**src/rtl/seg_if.sv**
```systemverilog
// Segment-pattern bus between a pattern source and the sequence tracker.
interface seg_if;
  logic       seg_valid;
  logic [6:0] seg;
  logic [3:0] digit;
  logic       digit_valid;
  logic [3:0] pos;
  logic [1:0] dir;
  logic       locked;
  logic       err;
  logic [7:0] err_count;

  modport master (
    output seg_valid, seg,
    input  digit, digit_valid, pos, dir, locked, err, err_count
  );

  modport slave (
    input  seg_valid, seg,
    output digit, digit_valid, pos, dir, locked, err, err_count
  );
endinterface

```
**src/rtl/seg_sequence_tracker.sv**
```systemverilog
// Decodes sampled 7-segment patterns and tracks position in the display sequence
// 2,8,3,4,5,4,1,0,7, inferring hold/down/up/blank mode, lock and errors.
module seg_sequence_tracker #(
  parameter int unsigned LOCK_COUNT     = 3,
  parameter bit          SEG_ACTIVE_LOW = 1'b1
) (
  input  logic  clk,
  input  logic  rst,
  seg_if.slave  bus
);

  localparam int unsigned POS_W = 4;
  localparam int unsigned CNT_W = 8;

  localparam logic [3:0]       SYM_BLANK = 4'hE;
  localparam logic [3:0]       SYM_BAD   = 4'hF;
  localparam logic [3:0]       SYM_NONE  = 4'hD;
  localparam logic [POS_W-1:0] POS_NONE  = 4'd9;
  localparam logic [POS_W-1:0] POS_LAST  = 4'd8;
  localparam logic [1:0]       DIR_HOLD  = 2'b00;
  localparam logic [1:0]       DIR_DOWN  = 2'b01;
  localparam logic [1:0]       DIR_UP    = 2'b10;
  localparam logic [1:0]       DIR_BLANK = 2'b11;

  typedef enum logic [1:0] {ACQ, SYNC, LOCK, BLANK} state_t;
  typedef enum logic [1:0] {STEP_HOLD, STEP_UP, STEP_DOWN, STEP_NONE} step_t;

  function automatic logic [3:0] decode(input logic [6:0] p);
    case (p)
      7'b0000001: decode = 4'd0;
      7'b1001111: decode = 4'd1;
      7'b0010010: decode = 4'd2;
      7'b0000110: decode = 4'd3;
      7'b1001100: decode = 4'd4;
      7'b0100100: decode = 4'd5;
      7'b0100000: decode = 4'd6;
      7'b0001111: decode = 4'd7;
      7'b0000000: decode = 4'd8;
      7'b0000100: decode = 4'd9;
      7'b1111111: decode = SYM_BLANK;
      default:    decode = SYM_BAD;
    endcase
  endfunction

  function automatic logic [3:0] seq_at(input logic [POS_W-1:0] i);
    case (i)
      4'd0:    seq_at = 4'd2;
      4'd1:    seq_at = 4'd8;
      4'd2:    seq_at = 4'd3;
      4'd3:    seq_at = 4'd4;
      4'd4:    seq_at = 4'd5;
      4'd5:    seq_at = 4'd4;
      4'd6:    seq_at = 4'd1;
      4'd7:    seq_at = 4'd0;
      4'd8:    seq_at = 4'd7;
      default: seq_at = SYM_NONE;
    endcase
  endfunction

  // Unique index for every sequence digit except the ambiguous 4.
  function automatic logic [POS_W-1:0] seq_index(input logic [3:0] s);
    case (s)
      4'd2:    seq_index = 4'd0;
      4'd8:    seq_index = 4'd1;
      4'd3:    seq_index = 4'd2;
      4'd5:    seq_index = 4'd4;
      4'd1:    seq_index = 4'd6;
      4'd0:    seq_index = 4'd7;
      4'd7:    seq_index = 4'd8;
      default: seq_index = POS_NONE;
    endcase
  endfunction

  state_t           state, state_nxt;
  logic [3:0]       digit_q;
  logic             digit_valid_q;
  logic [POS_W-1:0] pos_q, pos_nxt;
  logic [1:0]       dir_q, dir_nxt;
  logic             locked_q;
  logic             err_q, err_nxt;
  logic [CNT_W-1:0] err_count_q;
  logic [3:0]       good_q, good_nxt;

  logic [3:0]       sym_c;
  logic [POS_W-1:0] pos_up_c, pos_dn_c, acq_idx_c;
  logic [3:0]       good_inc_c;
  logic             is_blank_c;
  step_t            step_c;

  // Symbol decode and step classification against the current position.
  always_comb begin
    sym_c      = decode(SEG_ACTIVE_LOW ? bus.seg : ~bus.seg);
    is_blank_c = (sym_c == SYM_BLANK);
    acq_idx_c  = seq_index(sym_c);
    pos_up_c   = (pos_q >= POS_LAST) ? '0 : POS_W'(pos_q + POS_W'(1));
    pos_dn_c   = (pos_q == '0) ? POS_LAST : POS_W'(pos_q - POS_W'(1));
    good_inc_c = 4'(good_q + 4'd1);
    step_c     = STEP_NONE;
    if (sym_c == seq_at(pos_q))
      step_c = STEP_HOLD;
    else if (sym_c == seq_at(pos_up_c) && sym_c == seq_at(pos_dn_c))
      step_c = (dir_q == DIR_DOWN) ? STEP_DOWN : STEP_UP;
    else if (sym_c == seq_at(pos_up_c))
      step_c = STEP_UP;
    else if (sym_c == seq_at(pos_dn_c))
      step_c = STEP_DOWN;
  end

  always_ff @(posedge clk or posedge rst) begin
    if (rst) state <= ACQ;
    else     state <= state_nxt;
  end

  always_comb begin
    state_nxt = state;
    if (bus.seg_valid) begin
      case (state)
        ACQ: begin
          if (is_blank_c)                  state_nxt = BLANK;
          else if (acq_idx_c != POS_NONE)  state_nxt = SYNC;
        end
        SYNC, LOCK: begin
          if (step_c != STEP_NONE) begin
            if (state == SYNC && good_inc_c == 4'(LOCK_COUNT)) state_nxt = LOCK;
          end
          else if (is_blank_c) state_nxt = BLANK;
          else                 state_nxt = ACQ;
        end
        BLANK: begin
          if (is_blank_c)           state_nxt = BLANK;
          else if (sym_c == 4'd2)   state_nxt = SYNC;
          else                      state_nxt = ACQ;
        end
        default: state_nxt = ACQ;
      endcase
    end
  end

  always_comb begin
    pos_nxt  = pos_q;
    dir_nxt  = dir_q;
    good_nxt = good_q;
    err_nxt  = 1'b0;
    if (bus.seg_valid) begin
      case (state)
        ACQ: begin
          if (is_blank_c) begin
            pos_nxt = POS_NONE;
            dir_nxt = DIR_BLANK;
          end else if (acq_idx_c != POS_NONE) begin
            pos_nxt  = acq_idx_c;
            dir_nxt  = DIR_HOLD;
            good_nxt = '0;
          end else begin
            pos_nxt = POS_NONE;
            dir_nxt = DIR_HOLD;
            err_nxt = (sym_c != 4'd4);
          end
        end
        SYNC, LOCK: begin
          if (step_c != STEP_NONE && state == SYNC) good_nxt = good_inc_c;
          case (step_c)
            STEP_HOLD: dir_nxt = DIR_HOLD;
            STEP_UP: begin
              pos_nxt = pos_up_c;
              dir_nxt = DIR_UP;
            end
            STEP_DOWN: begin
              pos_nxt = pos_dn_c;
              dir_nxt = DIR_DOWN;
            end
            default: begin
              pos_nxt = POS_NONE;
              if (is_blank_c) begin
                dir_nxt = DIR_BLANK;
              end else begin
                dir_nxt = DIR_HOLD;
                err_nxt = 1'b1;
              end
            end
          endcase
        end
        BLANK: begin
          if (is_blank_c) begin
            pos_nxt = POS_NONE;
            dir_nxt = DIR_BLANK;
          end else if (sym_c == 4'd2) begin
            pos_nxt  = '0;
            dir_nxt  = DIR_UP;
            good_nxt = '0;
          end else begin
            pos_nxt = POS_NONE;
            dir_nxt = DIR_HOLD;
            err_nxt = 1'b1;
          end
        end
        default: begin
          pos_nxt = POS_NONE;
          dir_nxt = DIR_HOLD;
        end
      endcase
    end
  end

  // Registered outputs; everything except the pulses holds between strobes.
  always_ff @(posedge clk or posedge rst) begin
    if (rst) begin
      digit_q       <= SYM_BAD;
      digit_valid_q <= 1'b0;
      pos_q         <= POS_NONE;
      dir_q         <= DIR_HOLD;
      locked_q      <= 1'b0;
      err_q         <= 1'b0;
      err_count_q   <= '0;
      good_q        <= '0;
    end else begin
      digit_valid_q <= bus.seg_valid;
      err_q         <= err_nxt;
      if (bus.seg_valid) digit_q <= sym_c;
      pos_q    <= pos_nxt;
      dir_q    <= dir_nxt;
      good_q   <= good_nxt;
      locked_q <= (state_nxt == LOCK);
      if (err_nxt && err_count_q != '1) err_count_q <= CNT_W'(err_count_q + CNT_W'(1));
    end
  end

  assign bus.digit       = digit_q;
  assign bus.digit_valid = digit_valid_q;
  assign bus.pos         = pos_q;
  assign bus.dir         = dir_q;
  assign bus.locked      = locked_q;
  assign bus.err         = err_q;
  assign bus.err_count   = err_count_q;

endmodule

```
**src/flat_wrapper.sv**
```systemverilog
// flat-port wrapper written by rule: the top's interface ports become plain ports
module seg_sequence_tracker_flat 
#(
  parameter int unsigned LOCK_COUNT     = 3,
  parameter bit          SEG_ACTIVE_LOW = 1'b1
)
  (clk, rst, bus_seg_valid, bus_seg, bus_digit, bus_digit_valid, bus_pos, bus_dir, bus_locked, bus_err, bus_err_count);
  seg_if bus_i ();
  input  logic clk;
  input  logic rst;
  input wire logic [$bits(bus_i.seg_valid)-1:0] bus_seg_valid;
  input wire logic [$bits(bus_i.seg)-1:0] bus_seg;
  output wire logic [$bits(bus_i.digit)-1:0] bus_digit;
  output wire logic [$bits(bus_i.digit_valid)-1:0] bus_digit_valid;
  output wire logic [$bits(bus_i.pos)-1:0] bus_pos;
  output wire logic [$bits(bus_i.dir)-1:0] bus_dir;
  output wire logic [$bits(bus_i.locked)-1:0] bus_locked;
  output wire logic [$bits(bus_i.err)-1:0] bus_err;
  output wire logic [$bits(bus_i.err_count)-1:0] bus_err_count;
  assign bus_i.seg_valid = bus_seg_valid;
  assign bus_i.seg = bus_seg;
  assign bus_digit = bus_i.digit;
  assign bus_digit_valid = bus_i.digit_valid;
  assign bus_pos = bus_i.pos;
  assign bus_dir = bus_i.dir;
  assign bus_locked = bus_i.locked;
  assign bus_err = bus_i.err;
  assign bus_err_count = bus_i.err_count;
  seg_sequence_tracker #(.LOCK_COUNT(LOCK_COUNT), .SEG_ACTIVE_LOW(SEG_ACTIVE_LOW)) u_core (.clk(clk), .rst(rst), .bus(bus_i));
endmodule
```
**config.mk**
```make
export PLATFORM = sky130hd
export DESIGN_NAME = seg_sequence_tracker_flat
export DESIGN_NICKNAME = d
export VERILOG_FILES = /design/src/rtl/seg_if.sv /design/src/rtl/seg_sequence_tracker.sv /design/src/flat_wrapper.sv
export SDC_FILE = /design/constraint.sdc
export NUM_CORES = 1
export LEC_CHECK = 0
export BUFFER_PORTS_ARGS = -buffer_cell sky130_fd_sc_hd__buf_2
export CAP_MARGIN = 20
export CORE_ASPECT_RATIO = 0.5
export CORE_MARGIN = 2
export CORE_UTILIZATION = 48
export DETAILED_ROUTE_END_ITERATION = 6
export PLACE_DENSITY_LB_ADDON = 0.1
export SYNTH_ARGS = -nofsm -noshare
export SYNTH_HDL_FRONTEND = slang
export SYNTH_SLANG_ARGS = --single-unit
```
**constraint.sdc**
```tcl
create_clock -name clk -period 4.51 [get_ports clk]
set_input_delay 0.2255 -clock clk [delete_from_list [all_inputs] [get_ports clk]]
set_output_delay 0.2255 -clock clk [all_outputs]
set_load 0.02 [all_outputs]
```
== After elaboration in Yosys (flattened, before gate mapping) ==
Memory sizes are Yosys's and may differ from the RTL's.
Cells that the tools add are included.

* Output and inout bits: 21
* Word-level logic and storage cells: 121
* Memories: 5
* Register bits after elaboration: 27
* ROM bits: 320
* Input bits: 10

{| class="wikitable"
|+ Memories
! memory !! words !! bits a word !! read ports !! clocked after Yosys merged registers in !! write ports !! line !! text
|-
| (name not given) || 16 || 4 || 1 || 0 || 0 || seg_sequence_tracker.sv:46 || <nowiki>case (i)</nowiki>
|-
| (name not given) || 16 || 4 || 1 || 0 || 0 || seg_sequence_tracker.sv:46 ||
|-
| (name not given) || 16 || 4 || 1 || 0 || 0 || seg_sequence_tracker.sv:46 ||
|-
| (name not given) || 16 || 4 || 1 || 0 || 0 || seg_sequence_tracker.sv:46 ||
|-
| (name not given) || 16 || 4 || 1 || 0 || 0 || seg_sequence_tracker.sv:46 ||
|}

* Reductions and logical operators: 13
* Add/sub/neg operators: 4
* Muxes and demuxes: 49
* Equality and inequality tests: 40
* Magnitude comparators: 1

{| class="wikitable"
|+ Operators by type and width
! kind !! number
|-
| two-way mux 4 bit || 18
|-
| one-hot mux 4 bit (11 select lines) || 1
|-
| one-hot mux 4 bit (3 select lines) || 3
|-
| one-hot mux 4 bit (7 select lines) || 1
|-
| two-way mux 2 bit || 13
|-
| == test 7 bit (second input constant) || 3
|-
| == test 4 bit || 5
|-
| one-hot mux 2 bit (3 select lines) || 3
|-
| == test 7 x 3 -> 1 bit (second input constant) || 2
|-
| == test 7 x 6 -> 1 bit (second input constant) || 2
|-
| == test 4 x 2 -> 1 bit (second input constant) || 3
|-
| two-way mux 1 bit || 9
|-
| adder 4 x 1 -> 4 bit (second input constant) || 2
|-
| adder 8 x 1 -> 8 bit (second input constant) || 1
|-
| == test 2 bit (second input constant) || 4
|-
| == test 4 x 3 -> 1 bit (second input constant) || 2
|-
| == test 4 bit (second input constant) || 2
|-
| zero test 4 bit || 2
|-
| inequality test 2 bit (second input constant) || 4
|-
| inequality test 8 bit (second input constant) || 1
|-
| == test 7 x 1 -> 1 bit (second input constant) || 1
|-
| == test 7 x 4 -> 1 bit (second input constant) || 1
|-
| == test 7 x 5 -> 1 bit (second input constant) || 1
|-
| zero test 7 bit || 1
|-
| 14 further kinds || 22
|}

== Longest topological paths before layout ==
* Depth in word-level cells: 23
* Gate-level depth with buffers: 21
* Gate-level depth less buffers: 19

== Least setup slack after synthesis ==
No wires, ideal clock.

* Path kind: register to register
* Start point: reg u_core.pos_q[0], in the netlist u_core.bus.pos[0]
* End point: reg u_core.good_q[3]
* Period minus slack after synthesis: 3900 ps
* Path slack: 610 ps
* Setup time: 83 ps
* Required time: 4427 ps
* Arrival: 3818 ps
* Buffers on the path: 2
* Cell stages (with the launch flop): 20
* Cells stage by stage: dfstp_2 -> clkbuf_1 -> inv_1 -> ha_1 -> clkbuf_1 -> nand2b_1 -> a32o_1 -> a22oi_1 -> nor2_1 -> xor2_1 -> nand4_1 -> a21oi_1 -> o21ai_0 -> inv_1 -> ha_1 -> mux2i_1 -> o2111ai_1 -> nor3_1 -> a21oi_1 -> o21ai_0

* Cells in the longest elaborated chain, start to end: 15
* Elaborated cells between the ends (all ways): 32
* Classes of those cells: add/sub: 2; order compare: 1; eq/ne: 7; mux: 13; reduce/logical: 4; memory: 5

{| class="wikitable"
|+ RTL lines
! element !! line !! text
|-
| start, declared || seg_sequence_tracker.sv:77 || <nowiki>logic [POS_W-1:0] pos_q, pos_nxt;</nowiki>
|-
| start signal, assigned || seg_sequence_tracker.sv:220 || <nowiki>pos_q <= pos_nxt;</nowiki>
|-
| subtractor 4 x 1 -> 4 bit / zero test 4 bit (equally long branches) || seg_sequence_tracker.sv:96 || <nowiki>pos_dn_c = (pos_q == '0) ? POS_LAST : POS_W'(pos_q - POS_W'(1));</nowiki>
|-
| two-way mux 4 bit || seg_sequence_tracker.sv:96 ||
|-
| memory read (16 x 4 bit) || n/a ||
|-
| two-way mux 4 bit || seg_sequence_tracker.sv:103 || <nowiki>else if (sym_c == seq_at(pos_up_c))</nowiki>
|-
| two-way mux 4 bit || seg_sequence_tracker.sv:101 || <nowiki>else if (sym_c == seq_at(pos_up_c) && sym_c == seq_at(pos_dn_c))</nowiki>
|-
| two-way mux 4 bit || seg_sequence_tracker.sv:99 || <nowiki>if (sym_c == seq_at(pos_q))</nowiki>
|-
| == test 4 bit || seg_sequence_tracker.sv:105 || <nowiki>else if (sym_c == seq_at(pos_dn_c))</nowiki>
|-
| two-way mux 1 bit || seg_sequence_tracker.sv:105 ||
|-
| two-way mux 2 bit || seg_sequence_tracker.sv:103 ||
|-
| two-way mux 2 bit || seg_sequence_tracker.sv:101 ||
|-
| two-way mux 2 bit * || seg_sequence_tracker.sv:99 ||
|-
| inequality test 2 bit * || seg_sequence_tracker.sv:161 || <nowiki>if (step_c != STEP_NONE && state == SYNC) good_nxt = good_inc_c;</nowiki>
|-
| logical AND 1 bit * || seg_sequence_tracker.sv:161 ||
|-
| inequality test 2 x 1 -> 1 bit (no line) * || n/a ||
|-
| AND reduction 6 bit (no line) * || n/a ||
|-
| end signal, assigned || seg_sequence_tracker.sv:222 || <nowiki>good_q <= good_nxt;</nowiki>
|-
| end, declared || seg_sequence_tracker.sv:82 || <nowiki>logic [3:0] good_q, good_nxt;</nowiki>
|}

Mark *: on every way between the ends. The rest lies on a longest branch, timed or not. The select of a mux whose other input is x is not followed.
A chain may end at the register's enable or synchronous reset.

== Worst setup path in the final report ==
* Start point: reg u_core.pos_q[1], in the netlist u_core.bus.pos[1]
* End point: reg u_core.pos_q[3], in the netlist u_core.bus.pos[3]

* Cells in the longest elaborated chain, start to end: 14
* Elaborated cells between the ends (all ways): 35
* Classes of those cells: add/sub: 2; order compare: 1; eq/ne: 8; mux: 15; reduce/logical: 4; memory: 5

{| class="wikitable"
|+ RTL lines
! element !! line !! text
|-
| subtractor 4 x 1 -> 4 bit / zero test 4 bit (equally long branches) || seg_sequence_tracker.sv:96 ||
|-
| two-way mux 4 bit || seg_sequence_tracker.sv:96 ||
|-
| memory read (16 x 4 bit) || n/a ||
|-
| two-way mux 4 bit || seg_sequence_tracker.sv:103 ||
|-
| two-way mux 4 bit || seg_sequence_tracker.sv:101 ||
|-
| two-way mux 4 bit || seg_sequence_tracker.sv:99 ||
|-
| == test 4 bit || seg_sequence_tracker.sv:105 ||
|-
| two-way mux 1 bit || seg_sequence_tracker.sv:105 ||
|-
| two-way mux 2 bit || seg_sequence_tracker.sv:103 ||
|-
| two-way mux 2 bit || seg_sequence_tracker.sv:101 ||
|-
| two-way mux 2 bit || seg_sequence_tracker.sv:99 ||
|-
| == test 2 bit (tied with other cells) || seg_sequence_tracker.sv:162 || <nowiki>case (step_c)</nowiki>
|-
| one-hot mux 4 bit (3 select lines) / inequality test 2 bit (equally long branches) || n/a ||
|-
| one-hot mux 4 bit (3 select lines) / AND reduction 2 bit (equally long branches) || n/a ||
|}

Parallel ways exist; a longest one is shown, timed or not. The select of a mux whose other input is x is not followed.

==> flow_summary.yaml <==
sta:
  holdWs_ns: 0.244
  slew_at_the_pin_closest_to_its_max_slew_limit_ns: 0.781
  final.min_clock_period_ns: 3.91
  worst_slew_margin_rel_pct: 47.4
  final_min_period_over_clock_period_pct: 86.7
  setup-violations-final: 0
  max_freq_mhz: 256
  maxSlewViolCount: 0
  clock-skew-final_ns: 0.00211
  fin_tns_setup_ns: 0
  number_of_hold_violations_in_the_final_report: 0
  rsz_0062_raised_after_global_routing: "no"
detailed_routing:
  detail_route.vias_per_cell: 5.83
  drt.antenna.violating_nets: 0
  routedWlPerCell_microns: 15.3
  finalWirelength_mm: 5.93
  drt-pass1-iter-count: 4
  vias: 2261
  drt-initial-drc-count: 97
  post-route-drc-count: 0
worst_setup_path:
  cp.buffers_inverters: 2
  critPathArrivalTime_ns: 4.11
  cp_slowest_stage_delay_ns: 0.58
  setup.worst_path.end_class: "flop"
  path_cells: "inv_1 -> ha_1 -> ha_1 -> nor3b_1 -> nor2_1 -> o21ai_0 -> xor2_1 -> nand4_1 -> nor3b_1 -> o21a_1 -> inv_1 -> ha_1 -> nor2b_1 -> a41oi_1 -> o21ai_0 -> nand2_1 -> nand2_1 -> o211ai_1 -> o21ai_0"
  timing_worst_setup_path_type: "flop to flop"
  path_max_fanout: 11
  data_required_time_of_the_critical_path_ns: 4.71
  crit_path_top_delay_cell: "sky130_fd_sc_hd__dfrtp_1"
  timing.critical_path.max_delay_family: "compound AO/OA/AOI/OAI gates"
  start_kind: "flop"
floorplan:
  core_area_sq_mm: 0.00491
  top_level_ports: 31
  die_w_microns: 105
  die_ar_sq_mm: 0.00572
  std_cell_rows: 18
  starting_density_pct: 49.8
  floorplan_die_height_microns: 54.5
hold_path:
  worstHoldPathType: "input port to flop"
synthesis:
  ys_seq_area_share_pct: 27.9
  ys_ff_latch: 27
  yosysTopAreaCellShare_pct: 21.5
  synth.cells.most_frequent: "sky130_fd_sc_hd__o21ai_0, sky130_fd_sc_hd__nor2_1, sky130_fd_sc_hd__dfrtp_1, sky130_fd_sc_hd__nand2_1, sky130_fd_sc_hd__ha_1"
  synthTopCellsByArea: "sky130_fd_sc_hd__dfrtp_1, sky130_fd_sc_hd__ha_1, sky130_fd_sc_hd__dfstp_2"
  synth_nets: 325
  synth-edff-count: 0
  synth_top_cell_by_area: "sky130_fd_sc_hd__dfrtp_1"
  post_synth_inst_count: 296
  synth_flop_cell: "sky130_fd_sc_hd__dfrtp_1"
  synthDistinctLibCells: 60
  avg_cell_area_syn_sq_um: 8.26
  synthMostInstantiatedCell: "sky130_fd_sc_hd__o21ai_0"
  synth_area_sq_mm: 0.00244
  synth.yosys.warnings: 0
  ys_async_sr_fraction_pct: 100
global_routing:
  groute.usage.overall_pct: 20.8
  antenna_violations_before_repair: 0
  first_global_vias: 1908
  gr-total-overflow: 0
  grt_start_max_net_pins: 28
  grt_first_pass_wirelength_mm: 9.49
power:
  powerDensity_mw_per_mm2: 576
  peakVddDrop_mv: 0.224
  p_leak_nw: 1.17
clock_tree:
  cts_setup_buffers: 0
  root_buffer: "sky130_fd_sc_hd__clkbuf_8"
  ctsHtreeMaxLevel: 1
  tritoncts: "done"
  insertion_delay_ns: 0.27
  max-clock-path-buffers: 2
  numCtsBuffers: 3
  post_cts_clock_slew_at_the_launch_and_capture_registers_of_the_worst_setup_and_hold_paths_ns: 0.09
  cts_sinks: 27
placed_design:
  place_congestion: 0.917
  placement.io_buffers: 30
  dp_hpwl_mm: 4.49
job:
  drv.max_cap_violation_count: 0
outcome:
  status: "completed"
finish:
  area_growth_syn_to_layout_pct: 10.5
  fin_nets: 348
  n_antenna_cell: 0
  drive_above_1_share_pct: 17.3
  filler_cell_count: 503
==> kinds of logic after synthesis <==
family | Yosys count | synth area share (%)
AOI/OAI and AO/OA | 86 | 24.6
adders and majority gates | 19 | 9.72
muxes | 4 | 1.74
DFF | 27 | 27.9
buffers and inverters | 34 | 5.99
and+or+nand+nor | 106 | 22.8
xor gates and xnor gates | 20 | 7.16
==> worst register-to-register path: cells and delay by family, from the launching register on <==
kind                     cells  cell delay, ns
AO/OA/AOI/OAI                6            1.02
XOR/XNOR                     1            0.17
adder cells (fa/ha/maj)      3            0.84
buffers and inverters        2            0.24
flip-flops                   1            0.58
AND/OR/NAND/NOR              7            0.99
==> layout make-up <==
| class | count | area (sq um) | share of cell area (%) |
|---|---|---|---|
| clock buffers | 3 | 41.3 | 1.53 |
| clock inverters | 1 | 7.51 | 0.278 |
| inverters | 19 | 71.3 | 2.64 |
| multi-input cells | 235 | 1620 | 59.8 |
| flip-flops and latches | 27 | 683 | 25.3 |
| well taps | 70 | 87.6 | 3.24 |
| repair buffers | 33 | 195 | 7.23 |
==> final timing paths <==
kind                                            startpoint  slack [ns]                                  end  depth (start not counted)
hold reg to reg            u_core.bus.digit[3]$_DFFE_PP1P_        0.49      u_core.bus.digit[3]$_DFFE_PP1P_                          2
setup reg to reg             u_core.bus.pos[1]$_DFFE_PP0P_        0.60        u_core.bus.pos[3]$_DFFE_PP1P_                         19
max in group asynchronous                              rst        3.50        u_core.bus.pos[3]$_DFFE_PP1P_                          4
hold / removal                               bus_seg_valid        0.24     u_core.bus.digit_valid$_DFF_PP0_                          1
setup / recovery             u_core.bus.pos[1]$_DFFE_PP0P_        0.60        u_core.bus.pos[3]$_DFFE_PP1P_                         19
min in group asynchronous                              rst        0.49  u_core.bus.err_count[0]$_DFFE_PP0P_                          3
==> sequential cells by signal (all words and copies together), names as in the netlist <==
name and cells:
u_core.bus.dir 2, u_core.bus.digit_valid 1, u_core.bus.digit 4, u_core.bus.err 1
u_core.bus.err_count 8, u_core.state 2, u_core.good_q 4, u_core.bus.pos 4
u_core.bus.locked 1
==> through the flow <==
| stage | setup slack, ns | total power, W | instance area, sq um | utilization (%) | cells |
|---|---|---|---|---|---|
| 2_1_floorplan | 0.610 | 0.00117 | 2440 | - | 296 |
| 3_3_place_gp | 0.697 | 0.00139 | 2620 | 53.3 | 382 |
| 3_5_place_dp | 0.662 | 0.00140 | 2620 | 53.3 | 382 |
| 4_1_cts | 0.646 | 0.00155 | 2660 | 54.3 | 386 |
| 5_1_grt | 0.254 | 0.00170 | 2700 | 55.0 | 388 |
| 6_report | 0.599 | 0.00155 | 2700 | 55.0 | 388 |
==> cells in the final DEF, fill, tap and decap left out, types with 3 or more instances in the layout <==
master / instances
sky130_fd_sc_hd__ha_1: 19
sky130_fd_sc_hd__a21o_1: 3
sky130_fd_sc_hd__or3_1: 4
sky130_fd_sc_hd__nand3_1: 17
sky130_fd_sc_hd__o21a_1: 3
sky130_fd_sc_hd__o21ai_0: 27
sky130_fd_sc_hd__dfstp_2: 6
sky130_fd_sc_hd__nor2b_1: 4
sky130_fd_sc_hd__o211ai_1: 4
sky130_fd_sc_hd__xnor2_1: 12
sky130_fd_sc_hd__nand2_1: 21
sky130_fd_sc_hd__dfrtp_1: 21
sky130_fd_sc_hd__nand2b_1: 4
sky130_fd_sc_hd__inv_1: 18
sky130_fd_sc_hd__and2_1: 4
sky130_fd_sc_hd__nand4_1: 9
sky130_fd_sc_hd__and3_1: 3
sky130_fd_sc_hd__clkbuf_8: 3
sky130_fd_sc_hd__nor3_1: 3
sky130_fd_sc_hd__nor2_1: 23
sky130_fd_sc_hd__o22ai_1: 3
sky130_fd_sc_hd__a31oi_1: 5
sky130_fd_sc_hd__buf_2: 30
sky130_fd_sc_hd__or2_2: 3
sky130_fd_sc_hd__a21oi_1: 15
sky130_fd_sc_hd__xor2_1: 8
sky130_fd_sc_hd__a22o_1: 3
==> routing by layer <==
metal  routed length [microns]  vias up  track usage (%)
li1                          -     1119                -
met1                      3180     1058             32.1
met3                       293        4             1.90
met4                        29        0             3.33
met5                         0        -                0
met2                      2430       80             32.1
==> report_power, final <==
part | leakage (nW) | internal, W | switching [W] | total [W]
registers | 0.331 | 0.000325 | 0.0000878 | 0.000412
logic | 0.823 | 0.000381 | 0.000621 | 0.00100
clock network | 0.0217 | 0.0000627 | 0.0000777 | 0.000140
==> timing repair <==
item                      CTS  global route
gates resized for setup     0             0
hold buffers                0             1
hold endpoints to repair    0             3
No activity file was read; power rests on OpenSTA's default activity.
